[config.mk]
export PLATFORM = sky130hd
export DESIGN_NAME = sub24bit_pl
export DESIGN_NICKNAME = d
export VERILOG_FILES = /design/src/rtl/kpg_pkg.sv /design/src/rtl/kpg_merge_cell.sv /design/src/rtl/sub24bit_pl.sv
export SDC_FILE = /design/constraint.sdc
export NUM_CORES = 1
export LEC_CHECK = 0
export BUFFER_PORTS_ARGS = -buffer_cell sky130_fd_sc_hd__clkbuf_2
export CORE_UTILIZATION = 58
export DETAILED_ROUTE_END_ITERATION = 12
export PLACE_DENSITY = 0.82
export SLEW_MARGIN = 10
export SYNTH_ARGS = -nofsm -noshare
export SYNTH_HDL_FRONTEND = slang
export SYNTH_SLANG_ARGS = --single-unit
[constraint.sdc]
create_clock -name clk -period 3.63 [get_ports clk]
set_input_delay 0.363 -clock clk [delete_from_list [all_inputs] [get_ports clk]]
set_output_delay 0.363 -clock clk [all_outputs]
set_load 0.005 [all_outputs]
[src/rtl/kpg_pkg.sv]
// ---------------------------------------------------------------------------
// kpg_pkg
// Shared kill/propagate/generate definitions for the prefix-tree arithmetic
// blocks (the combinational KPG adder and sub24bit_pl).
//
// Contents:
//   kpg_t      2-bit KPG code {any, all}
//   KPG_KILL   2'b00 : carry out is 0 regardless of carry in
//   KPG_PROP   2'b10 : carry out equals carry in
//   KPG_GEN    2'b11 : carry out is 1 regardless of carry in
//   kpg_merge  combine a higher-order group (hi) with the group below it (lo)
// ---------------------------------------------------------------------------
package kpg_pkg;

    typedef logic [1:0] kpg_t;

    localparam kpg_t KPG_KILL = 2'b00;
    localparam kpg_t KPG_PROP = 2'b10;
    localparam kpg_t KPG_GEN  = 2'b11;

    // A propagating upper group defers to whatever the lower group resolves to.
    function automatic kpg_t kpg_merge(input kpg_t hi, input kpg_t lo);
        return (hi == KPG_PROP) ? lo : hi;
    endfunction

endpackage

[src/rtl/kpg_merge_cell.sv]
// ---------------------------------------------------------------------------
// kpg_merge_cell
// One node of the KPG prefix tree: purely combinational merge of two codes.
//
// Ports:
//   i_hi   input  kpg_t  code of the more significant group
//   i_lo   input  kpg_t  code of the adjacent less significant group
//   o_out  output kpg_t  merged code covering both groups
// ---------------------------------------------------------------------------
module kpg_merge_cell
    import kpg_pkg::*;
(
    input  kpg_t i_hi,
    input  kpg_t i_lo,
    output kpg_t o_out
);

    assign o_out = kpg_merge(i_hi, i_lo);

endmodule

[src/rtl/sub24bit_pl.sv]
// ---------------------------------------------------------------------------
// sub24bit_pl
// Two-stage pipelined subtractor, diff = a - b, built as a + ~b + 1 on a
// Kogge-Stone style KPG prefix tree. Spans 1, 2, 4 are resolved before the
// first register, spans 8 and 16 after it. Valid/ready handshake on both
// sides, full occupancy without bubbles.
//
// Build option:
//   SUB24_SATURATE_EN  when defined, a borrowing result is clamped to 0
//                      (borrow still reports 1). Port list is unchanged.
//
// Ports:
//   clk       input   rising-edge clock
//   rst_n     input   synchronous active-low reset
//   a         input   [WIDTH-1:0] minuend
//   b         input   [WIDTH-1:0] subtrahend
//   validIn   input   operands present
//   readyIn   output  block can accept operands this cycle
//   diff      output  [WIDTH-1:0] a - b modulo 2^WIDTH
//   borrow    output  1 when a < b (unsigned)
//   validOut  output  diff/borrow valid
//   readyOut  input   downstream accepts result
// ---------------------------------------------------------------------------
module sub24bit_pl
    import kpg_pkg::*;
#(
    parameter int WIDTH = 24
) (
    input  logic             clk,
    input  logic             rst_n,
    input  logic [WIDTH-1:0] a,
    input  logic [WIDTH-1:0] b,
    input  logic             validIn,
    output logic             readyIn,
    output logic [WIDTH-1:0] diff,
    output logic             borrow,
    output logic             validOut,
    input  logic             readyOut
);

    // Slot 0 carries the +1 carry-in; slot i+1 describes operand bit i.
    localparam int SLOTS  = WIDTH + 1;
    localparam int LEVELS = $clog2(SLOTS);
    localparam int SPLIT  = (LEVELS < 3) ? LEVELS : 3;

    // ---------------- stage 0: per-bit KPG and low prefix levels ----------
    kpg_t             w_init [0:SLOTS-1];
    kpg_t             w_s1_next [0:SLOTS-1];
    logic [WIDTH-1:0] w_nb;
    logic [WIDTH-1:0] w_p;

    assign w_nb      = ~b;
    assign w_p       = a ^ w_nb;
    assign w_init[0] = KPG_GEN;

    genvar gi, gl;
    generate
        // {x|y, x&y} maps 00->KILL, one-hot->PROP, 11->GEN.
        for (gi = 0; gi < WIDTH; gi++) begin : g_bit
            assign w_init[gi+1] = {a[gi] | w_nb[gi], a[gi] & w_nb[gi]};
        end

        for (gl = 0; gl < SPLIT; gl++) begin : g_lo
            localparam int SPAN = 1 << gl;
            kpg_t w_in  [0:SLOTS-1];
            kpg_t w_out [0:SLOTS-1];
            if (gl == 0) begin : g_src
                assign w_in = w_init;
            end else begin : g_src
                assign w_in = g_lo[gl-1].w_out;
            end
            for (gi = 0; gi < SLOTS; gi++) begin : g_slot
                if (gi >= SPAN) begin : g_merge
                    kpg_merge_cell u_cell (
                        .i_hi  (w_in[gi]),
                        .i_lo  (w_in[gi-SPAN]),
                        .o_out (w_out[gi])
                    );
                end else begin : g_pass
                    assign w_out[gi] = w_in[gi];
                end
            end
        end
    endgenerate

    assign w_s1_next = g_lo[SPLIT-1].w_out;

    // ---------------- handshake -------------------------------------------
    logic r_s1_valid;
    logic r_s2_valid;
    logic w_adv;
    logic w_accept;

    assign w_adv    = !r_s2_valid || readyOut;
    assign readyIn  = !r_s1_valid || !r_s2_valid || readyOut;
    assign w_accept = validIn && readyIn;

    // ---------------- stage 1 register ------------------------------------
    kpg_t             r_s1_kpg [0:SLOTS-1];
    logic [WIDTH-1:0] r_s1_p;

    always_ff @(posedge clk) begin
        if (w_accept) begin
            r_s1_kpg <= w_s1_next;
            r_s1_p   <= w_p;
        end
    end

    // ---------------- stage 2: remaining prefix levels --------------------
    kpg_t             w_res [0:SLOTS-1];
    logic [WIDTH:0]   w_carry;
    logic [WIDTH-1:0] w_diff_mod;
    logic [WIDTH-1:0] w_diff_next;
    logic             w_borrow_next;

    generate
        for (gl = SPLIT; gl < LEVELS; gl++) begin : g_hi
            localparam int SPAN = 1 << gl;
            kpg_t w_in  [0:SLOTS-1];
            kpg_t w_out [0:SLOTS-1];
            if (gl == SPLIT) begin : g_src
                assign w_in = r_s1_kpg;
            end else begin : g_src
                assign w_in = g_hi[gl-1].w_out;
            end
            for (gi = 0; gi < SLOTS; gi++) begin : g_slot
                if (gi >= SPAN) begin : g_merge
                    kpg_merge_cell u_cell (
                        .i_hi  (w_in[gi]),
                        .i_lo  (w_in[gi-SPAN]),
                        .o_out (w_out[gi])
                    );
                end else begin : g_pass
                    assign w_out[gi] = w_in[gi];
                end
            end
        end

        if (LEVELS > SPLIT) begin : g_res
            assign w_res = g_hi[LEVELS-1].w_out;
        end else begin : g_res
            assign w_res = r_s1_kpg;
        end

        // Every slot is now KILL or GEN, so either code bit gives the carry.
        for (gi = 0; gi < SLOTS; gi++) begin : g_carry
            assign w_carry[gi] = w_res[gi][1] | w_res[gi][0];
        end
    endgenerate

    assign w_diff_mod    = r_s1_p ^ w_carry[WIDTH-1:0];
    assign w_borrow_next = ~w_carry[WIDTH];

`ifdef SUB24_SATURATE_EN
    assign w_diff_next = w_borrow_next ? '0 : w_diff_mod;
`else
    assign w_diff_next = w_diff_mod;
`endif

    // ---------------- stage 2 register and valid tracking -----------------
    logic [WIDTH-1:0] r_diff;
    logic             r_borrow;

    always_ff @(posedge clk) begin
        if (!rst_n) begin
            r_s1_valid <= 1'b0;
            r_s2_valid <= 1'b0;
            r_diff     <= '0;
            r_borrow   <= 1'b0;
        end else begin
            if (w_accept) begin
                r_s1_valid <= 1'b1;
            end else if (w_adv) begin
                r_s1_valid <= 1'b0;
            end
            if (w_adv) begin
                r_s2_valid <= r_s1_valid;
                // Only a real item overwrites the outputs, so idle cycles
                // leave the last result untouched.
                if (r_s1_valid) begin
                    r_diff   <= w_diff_next;
                    r_borrow <= w_borrow_next;
                end
            end
        end
    end

    assign diff     = r_diff;
    assign borrow   = r_borrow;
    assign validOut = r_s2_valid;

endmodule

==> impl_metrics.py, run 1 <==
metrics = {
    "cells_and_area": {
        "diodes": 0,
        "fin_cells": 764,
        "final_cell_mix": "clkbuf_2 (78), edfxtp_1 (71), ha_1 (65), inv_1 (59), o21ai_0 (54)",
        "fin_area_sq_mm": 0.00654,
        "fin_nets": 743,
        "synthToLayoutAreaGrowth_pct": 13.1,
        "final_common_cell": "clkbuf_2",
        "drive_above_1_share_pct": 18.7,
        "final.fill_count": 769,
    },
    "drt": {
        "drt-total-wl_microns": 12200,
        "drt-initial-drc-count": 263,
        "drtPass1Iterations": 7,
        "wire_per_inst_microns": 16.0,
        "routed_via_density": 5.64,
        "vias": 4311,
        "drc": 0,
        "ant_nets": 0,
    },
    "worst_setup_path": {
        "worst-path-max-fanout": 4,
        "start_kind": "primary input",
        "r2r_start": "validOut",
        "crit_type": "primary input to flip-flop",
        "reg2reg_depth": 4,
        "arrival_ps": 2090,
        "cp-end-kind": "flip-flop",
        "required_ps": 3700,
        "ff2ff_setup_slack_ps": 1840,
        "r2r_end": "g_hi[3].w_in[45]",
    },
    "floorplanning": {
        "core_area_sq_mm": 0.00973,
        "die_h_microns": 102,
        "fp.dieW_microns": 102,
        "pin_count": 79,
        "rows": 36,
        "start_util_pct": 59.4,
        "dieArea_sq_mm": 0.0104,
    },
    "placement": {
        "placed_area_sq_mm": 0.00632,
        "hpwl_microns": 9790,
        "dpl.cell_count": 748,
        "preCtsSetupSlack_ps": 1290,
        "gp_congestion": 0.895,
        "io_buffers": 78,
    },
    "clock_tree": {
        "cts_made_buffers": 9,
        "clk_latency_ps": 350,
        "path_clk_slew_ps": 100,
        "cts_tree": "done",
        "cts_root_buf": "clkbuf_8",
        "hold_buffers": 0,
        "post_cts_resized": 0,
        "clkSinkCount": 98,
        "cts_htree_levels": 3,
        "post_cts_buffers": 0,
        "cts_buffer_depth": 2,
    },
    "worst_hold_path": {
        "min_path_type": "primary input to flip-flop",
        "min_from": "validIn",
        "whs_path_depth": 3,
        "worstHoldEndpoint": "r_s1_valid",
    },
    "synth": {
        "synth-edff-count": 71,
        "synth_warnings": 0,
        "syn_nets": 660,
        "synthCells": 543,
        "synth_area_per_cell_sq_um": 10.6,
        "synthFlopType": "edfxtp_1",
        "ys_async_sr_fraction_pct": 0,
        "synth_area_sq_mm": 0.00578,
        "synth.distinct_cells": 37,
        "yosysSeqAreaShare_pct": 46.2,
        "synth-seq-cells": 98,
    },
    "power_and_ir_drop": {
        "ir_drop_uv": 253,
        "power_density_mw_per_mm2": 418,
        "power_leakage_nw": 2.99,
        "totalPowerFinal_w": 0.00273,
    },
    "grt": {
        "grt_pass1_vias": 3979,
        "grt_usage_pct": 24.4,
        "grt_max_degree": 72,
        "grt-ovfl-total": 0,
        "grt_pass1_wl_microns": 19100,
        "antenna_found_initial": 0,
    },
    "sta": {
        "setup_viol": 0,
        "fin_skew_ps": 7.19,
        "hold_violations": 0,
        "grt_setup_unrepaired": "false",
        "worst_pin_slew_ps": 876,
        "fin_crit_sh_pct": 55.7,
        "drv_slew": 0,
        "setup_tns_ps": 0,
        "finalCriticalPeriod_ps": 2020,
        "slew_headroom_pct": 41.6,
        "setup_slack_ps": 1610,
        "fmax_mhz": 494,
    },
    "job": {
        "drv_cap": 0,
    },
    "status": {
        "status": "complete, no violations",
    },
}
-- cells in the mapped netlist, drive strengths merged, types with 3 or more instances --
cell / n / area share, %
a21o: 3 / 0.39
xnor2: 19 / 2.9
o31ai: 4 / 0.52
xor2: 3 / 0.45
ha: 65 / 14
mux2: 21 / 4.1
nor2b: 7 / 0.76
nand2b: 10 / 1.1
o21a: 3 / 0.39
clkbuf: 5 / 0.35
dfxtp: 27 / 9.3
o21ai: 57 / 4.9
a21boi: 11 / 1.4
a31oi: 4 / 0.43
nand2: 39 / 2.5
mux2i: 41 / 7.1
edfxtp: 71 / 37
nand3: 16 / 1.4
inv: 59 / 3.8
a21oi: 37 / 3.2
nor2: 22 / 1.4
-- sequential cells by signal, indices dropped and copies added (netlist names) --
| register | count |
|---|---|
| g_hi.w_in | 47 |
| diff | 24 |
| r_s1_p | 24 |
| borrow | 1 |
| r_s1_valid | 1 |
| validOut | 1 |
-- per-layer routing --
| layer | track usage [%] | wire [microns] |
|---|---|---|
| met1 | 32.1 | 5280 |
| met2 | 42.4 | 6010 |
| met5 | 0 | 0 |
| met4 | 7.36 | 116 |
| met3 | 3.01 | 822 |
-- report_power, final --
part           internal (W)  switching (W)  leakage (nW)
Combinational      0.000246       0.000345          1.97
Sequential          0.00134      0.0000563         0.905
Clock              0.000345       0.000395         0.113
Total               0.00194       0.000796          2.99
-- layout make-up --
type | instances | area (sq um) | area share [%]
flip-flops and latches | 98 | 2670 | 40.9
clock buffers | 11 | 174 | 2.66
multi-input cells | 379 | 2860 | 43.7
inverters | 59 | 221 | 3.39
repair buffers | 79 | 398 | 6.09
well taps | 133 | 166 | 2.55
clock inverters | 5 | 46.3 | 0.708
-- worst max-delay path: stages --
cell and delay, ps:
clkbuf_2 90, inv_1 50, ha_1 370, mux2i_1 270, nor2_1 60, o32ai_1 610
o221ai_1 270
-- worst max-delay path by stage --
| stage | depth (start not counted) | from | slack (ps) | end |
|---|---|---|---|---|
| after floorplan | 3 | validOut | 970 | g_hi[3].w_in[0] |
| after global placement | 7 | a[14] | 1380 | g_hi[3].w_in[6] |
| after detailed placement | 7 | a[14] | 1290 | g_hi[3].w_in[6] |
| after CTS | 7 | a[14] | 1670 | g_hi[3].w_in[6] |
| after global routing | 7 | a[14] | 1590 | g_hi[3].w_in[6] |
| final | 7 | a[14] | 1610 | g_hi[3].w_in[6] |
-- stage by stage --
step                      util (%)  hold slack [ps]
after floorplan                  -              412
after CTS                     67.2              249
after global routing          67.2              286
after global placement        64.9              453
after detailed placement      64.9              462
final                         67.2              262
-- cell families after synthesis --
kind of cell | after synthesis | synth area share (%)
AOI/OAI and AO/OA | 128 | 12.7
xor gates and xnor gates | 22 | 3.33
adders and majority gates | 65 | 14.1
buffers and inverters | 66 | 4.35
DFF | 98 | 46.2
muxes | 62 | 11.2
and+or+nand+nor | 102 | 8.09
(Power assumes the default switching activity.)
==> run 2: changes to the inputs <==
ABC_AREA = 1   (was unset)
clock period = 2.1 ns   (was 3.63 ns; I/O delays follow)
==> impl_metrics.py, run 2 <==
metrics = {
    "status": {
        "status": "complete, no violations",
    },
    "sta": {
        "slew_headroom_pct": 68.4,
        "fin_skew_ps": 8.33,
        "hold_violations": 0,
        "drv_slew": 0,
        "worst_pin_slew_ps": 470,
        "setup_tns_ps": 0,
        "finalCriticalPeriod_ps": 1500,
        "setup_viol": 0,
        "grt_setup_unrepaired": "false",
        "fmax_mhz": 667,
        "fin_crit_sh_pct": 71.4,
    },
    "worst_setup_path": {
        "ff2ff_setup_slack_ps": 760,
        "r2r_start": "validOut",
        "startpoint": "r_s1_valid",
        "required_ps": 1890,
        "arrival_ps": 1290,
        "crit_type": "flip-flop to primary output",
        "crit_slowest_cell": "dfxtp_1",
        "reg2reg_depth": 4,
        "crit_chain": "inv_1 -> nor2_1 -> inv_1 -> clkbuf_2",
        "cp-end-kind": "primary output",
        "critPathMostFrequentCell": "inv_1",
        "worst-path-max-fanout": 2,
        "start_kind": "flip-flop",
        "r2r_end": "r_s1_p[10]",
        "slowest_delay_ps": 380,
    },
    "clock_tree": {
        "cts_root_buf": "clkbuf_8",
        "cts_made_buffers": 9,
        "cts_htree_levels": 3,
        "post_cts_buffers": 0,
        "clkSinkCount": 98,
        "path_clk_slew_ps": 90,
        "cts_buffer_depth": 2,
        "post_cts_resized": 0,
        "clk_latency_ps": 360,
        "cts_tree": "done",
        "hold_buffers": 0,
    },
    "power_and_ir_drop": {
        "power_frac_comb_pct": 22.0,
        "ir_drop_uv": 406,
        "power_density_mw_per_mm2": 735,
        "p_clk_share_pct": 27.5,
        "power_leakage_nw": 3.13,
        "internal_power_w": 0.00340,
        "p_seq_share_pct": 50.5,
        "p_sw_share_pct": 29.1,
        "p_sw_w": 0.00139,
    },
    "synth": {
        "yosysTopAreaCellShare_pct": 37.1,
        "synthFlopType": "edfxtp_1",
        "yosysSeqAreaShare_pct": 46.5,
        "synth.top_cells.by_area": "edfxtp_1 (37%), ha_1 (14%), dfxtp_1 (9.4%), inv_1 (7.9%), nand2_1 (5.9%)",
        "syn_nets": 759,
        "synth_area_per_cell_sq_um": 8.96,
        "synth-seq-cells": 98,
        "yosysMostFrequentCell": "inv_1",
        "ys_async_sr_fraction_pct": 0,
        "synth.distinct_cells": 32,
        "yosys-top-cells-count": "inv_1 (121), nand2_1 (90), edfxtp_1 (71)",
        "synth_area_sq_mm": 0.00575,
        "synth-edff-count": 71,
        "synthCells": 642,
        "synth_area_leader_cell": "edfxtp_1",
        "synth_warnings": 0,
    },
    "placement": {
        "io_buffers": 78,
        "dpl.cell_count": 844,
        "placed_area_sq_mm": 0.00629,
        "hpwl_microns": 9500,
        "gp_congestion": 0.837,
    },
    "drt": {
        "wire_per_inst_microns": 14.1,
        "vias": 4576,
        "drc": 0,
        "drt-initial-drc-count": 366,
        "drtPass1Iterations": 8,
        "ant_nets": 0,
        "drt-total-wl_microns": 12100,
        "routed_via_density": 5.32,
    },
    "cells_and_area": {
        "diodes": 0,
        "synthToLayoutAreaGrowth_pct": 13.2,
        "drive_above_1_share_pct": 16.8,
        "fin_nets": 843,
        "final_common_cell": "inv_1",
        "largest_register_ff_count": 47,
        "final.fill_count": 733,
        "final_cell_mix": "inv_1 (121), nand2_1 (90), clkbuf_2 (78), edfxtp_1 (71)",
        "fin_cells": 860,
        "multi_input_area_sq_mm": 0.00258,
        "register_area_sq_mm": 0.00267,
        "fin_area_sq_mm": 0.00652,
    },
    "grt": {
        "grt_max_degree": 72,
        "grt_pass1_vias": 4182,
        "grt_pass1_wl_microns": 19500,
        "antenna_found_initial": 0,
        "grt_usage_pct": 24.9,
        "grt-ovfl-total": 0,
    },
    "floorplanning": {
        "dieArea_sq_mm": 0.0103,
        "fp.dieW_microns": 102,
        "die_h_microns": 102,
        "core_area_sq_mm": 0.00942,
        "rows": 35,
        "start_util_pct": 61.1,
        "pin_count": 79,
    },
    "worst_hold_path": {
        "worstHoldEndpoint": "validOut",
        "whs_path_depth": 4,
        "min_path_type": "primary input to flip-flop",
        "min_from": "readyOut",
    },
    "job": {
        "drv_cap": 0,
    },
}
==> run 2: cell count changes after synthesis, sizes merged, moves of 11 or more <==
cell	change
inv	+64
nand2	+54
o21ai	+51
mux2i	-40
nor2	+27
a21oi	+26
mux2	-21
xnor2	-17
xor2	+11
==> run 2: power groups by stage <==
stage          Sequential, W  Combinational [W]  Clock (W)
2_1_floorplan        0.00243           0.000706          0
6_report             0.00242            0.00105    0.00132
4_1_cts              0.00241            0.00104    0.00134
5_1_grt              0.00244            0.00118    0.00141
3_3_place_gp         0.00245           0.000984          0
3_5_place_dp         0.00246            0.00103          0
==> run 2: critical path, delay by kind of cell, from the launching register on <==
kind | cells | cell delay [ps]
DFF | 1 | 380
buffers and inverters | 3 | 300
and+or+nand+nor | 1 | 250
==> run 2: worst max path at each step <==
stage,end,cells after the start
finish,readyIn,4
global route,readyIn,4
CTS,readyIn,4
detailed placement,g_hi[3].w_in[13],7
global placement,g_hi[3].w_in[32],7
floorplan,g_hi[3].w_in[0],3
==> run 2: metrics by stage <==
step / hold slack [ps] / setup WS [ps] / total power, W / utilization [%]
after floorplan: 398 / 152 / 0.00314 / -
after global placement: 409 / 348 / 0.00343 / 66.8
after detailed placement: 409 / 289 / 0.00349 / 66.8
after CTS: 145 / 579 / 0.00479 / 69.2
after global routing: 163 / 497 / 0.00503 / 69.2
final: 155 / 601 / 0.00479 / 69.2
==> run 2: final cells by class <==
class	count	share of cell area, %
repair buffers	79	6.30
flip-flops and latches	98	41.0
well taps	129	2.48
clock inverters	3	0.634
clock buffers	13	2.78
multi-input cells	414	39.6
inverters	124	7.18
==> run 2: per-layer routing <==
layer | routed length (microns) | share of wire [%] | up-vias | GRT usage (%)
met5 | 0 | 0 | - | 0
met4 | 276 | 2.3 | 0 | 9.25
met3 | 844 | 7.0 | 26 | 2.90
met2 | 5700 | 47 | 196 | 41.3
met1 | 5290 | 44 | 2066 | 33.7
li1 | - | - | 2288 | -
==> run 2: cells by family after synthesis <==
| family | Yosys count | synth area share [%] |
|---|---|---|
| AO/OA/AOI/OAI | 179 | 17.3 |
| XOR/XNOR | 16 | 2.44 |
| adder cells (fa/ha/maj) | 65 | 14.1 |
| buffers and inverters | 130 | 8.83 |
| flip-flops | 98 | 46.5 |
| multiplexers | 1 | 0.174 |
| AND/OR/NAND/NOR | 153 | 10.7 |
==> run 3: changes to the inputs <==
clock period = 1.45 ns   (was 2.1 ns; I/O delays follow)
==> impl_metrics.py, run 3 (synthesized netlist as in run 2, its figures left out) <==
metrics = {
    "status": {
        "status": "complete, no violations",
    },
    "worst_setup_path": {
        "critPathMostFrequentCell": "o21ai_0",
        "arrival_ps": 1600,
        "cp-end-kind": "flip-flop",
        "slowest_delay_ps": 450,
        "required_ps": 1660,
        "crit_type": "primary input to flip-flop",
        "crit_slowest_cell": "o21ai_0",
        "crit_chain": "clkbuf_2 -> inv_1 -> ha_1 -> o21ai_0 -> o21ai_0 -> buf_4 -> a21oi_1",
        "start_kind": "primary input",
        "critPathBufInv": 3,
        "worst-path-max-fanout": 5,
        "cp_top_family": "compound AO/OA/AOI/OAI gates",
    },
    "power_and_ir_drop": {
        "power_leakage_nw": 3.47,
        "ir_drop_uv": 623,
        "power_frac_comb_pct": 24.9,
        "p_sw_share_pct": 29.7,
        "p_clk_share_pct": 26.2,
        "p_sw_w": 0.00213,
        "p_seq_share_pct": 48.9,
        "internal_power_w": 0.00504,
        "power_density_mw_per_mm2": 1020,
    },
    "clock_tree": {
        "path_clk_slew_ps": 90,
        "clkSinkCount": 98,
        "cts_made_buffers": 9,
        "hold_buffers": 0,
        "cts_htree_levels": 3,
        "clk_latency_ps": 370,
        "cts_buffer_depth": 2,
        "cts_root_buf": "clkbuf_8",
        "cts_tree": "done",
    },
    "cells_and_area": {
        "fin_nets": 911,
        "largest_register_ff_count": 47,
        "multi_input_area_sq_mm": 0.00259,
        "final_common_cell": "inv_1",
        "diodes": 0,
        "final_cell_mix": "inv_1 (120), nand2_1 (90), clkbuf_2 (78), edfxtp_1 (71), buf_4 (66)",
        "fin_cells": 928,
        "finish.utilization_pct": 75.0,
        "register_area_sq_mm": 0.00267,
        "fin_area_sq_mm": 0.00706,
        "drive_above_1_share_pct": 24.5,
        "final.fill_count": 652,
        "synthToLayoutAreaGrowth_pct": 22.7,
    },
    "drt": {
        "vias": 4936,
        "met3WireLength_microns": 713,
        "drt-total-wl_microns": 13500,
        "wire_per_inst_microns": 14.5,
        "wl_met2_microns": 6730,
        "drt-initial-drc-count": 306,
        "routed_via_density": 5.32,
        "drc": 0,
        "drtPass1Iterations": 6,
        "ant_nets": 0,
        "wl_met1_microns": 5760,
        "highest_layer": "met4",
    },
    "floorplanning": {
        "die_h_microns": 102,
        "core_area_sq_mm": 0.00942,
        "rows": 35,
        "start_util_pct": 61.1,
        "dieArea_sq_mm": 0.0103,
        "fp.dieW_microns": 102,
        "pin_count": 79,
    },
    "placement": {
        "io_buffers": 78,
        "gp_congestion": 0.864,
        "placed_area_sq_mm": 0.00684,
        "preCtsSetupSlack_ps": -292,
        "hpwl_microns": 10500,
        "dpl.cell_count": 912,
    },
    "sta": {
        "worst_pin_slew_ps": 508,
        "slew_headroom_pct": 65.8,
        "finalCriticalPeriod_ps": 1390,
        "setup_viol": 0,
        "hold_violations": 0,
        "grt_setup_unrepaired": "false",
        "fmax_mhz": 718,
        "setup_slack_ps": 57.0,
        "drv_slew": 0,
        "fin_skew_ps": 10.8,
        "setup_tns_ps": 0,
        "fin_crit_sh_pct": 96.1,
    },
    "grt": {
        "grt-ovfl-total": 0,
        "grt_pass1_wl_microns": 21900,
        "grt_pass1_vias": 4851,
        "antenna_found_initial": 0,
        "grt_usage_pct": 27.8,
        "grt_max_degree": 44,
    },
    "worst_hold_path": {
        "min_path_type": "primary input to flip-flop",
    },
    "job": {
        "drv_cap": 0,
    },
}
run 3: cell count changes in the layout (fill, tap and decap cells not counted), moves of 2 or more:
| cell | change |
|---|---|
| o21ai_1 | +3 |
| buf_4 | +66 |
| nor2_1 | -2 |
| buf_12 | +2 |
| o21ai_0 | -3 |
run 3: power by group through the flow:
stage / clock [W] / combinational, W / sequential [W]
floorplan: 0 / 0.00102 / 0.00353
detailed placement: 0 / 0.00174 / 0.00357
global route: 0.00197 / 0.00198 / 0.00353
CTS: 0.00187 / 0.00177 / 0.00350
finish: 0.00188 / 0.00179 / 0.00351
global placement: 0 / 0.00164 / 0.00355
run 3: layout make-up:
type                            count  share of cell area (%)
Multi-Input combinational cell    414                    36.8
Inverter                          124                    6.63
Tap cell                          129                    2.29
Sequential cell                    98                    37.9
Clock buffer                       12                    2.36
Timing Repair Buffer              147                    13.4
Clock inverter                      4                   0.656
run 3: worst reg2reg max path, cell delays in order (launching register included):
cell	delay (ps)
edfxtp_1	410
o21ai_0	220
nand2_1	170
xor2_1	210
o21ai_0	220
inv_1	60
run 3: path summary, 6_finish.rpt:
| path | end | cells past startpoint | slack [ps] | from |
|---|---|---|---|---|
| setup / recovery | g_hi[3].w_in[23] | 7 | 60 | a[8] |
| hold / removal | r_s1_valid | 3 | 100 | validIn |
| setup reg to reg | diff[14] | 5 | 70 | g_hi[3].w_in[37] |
| hold reg to reg | diff[0] | 1 | 420 | r_s1_p[0] |
run 3: repair_timing:
action,in CTS,in global routing
setup endpoints to repair,0,7
buffers inserted,0,0
endpoints found under the hold margin,0,0
resized for setup,0,4
run 3: through the flow:
| stage | power (W) | hold WS [ps] |
|---|---|---|
| after CTS | 0.00714 | 92.0 |
| after global routing | 0.00749 | 123 |
| after floorplan | 0.00455 | 341 |
| after global placement | 0.00519 | 407 |
| after detailed placement | 0.00530 | 408 |
| final | 0.00718 | 104 |
run 3: routing by layer:
| layer | GRT usage [%] | vias to the layer above |
|---|---|---|
| met2 | 48.9 | 182 |
| li1 | - | 2425 |
| met5 | 0 | - |
| met3 | 2.90 | 27 |
| met1 | 34.7 | 2302 |
| met4 | 11.9 | 0 |
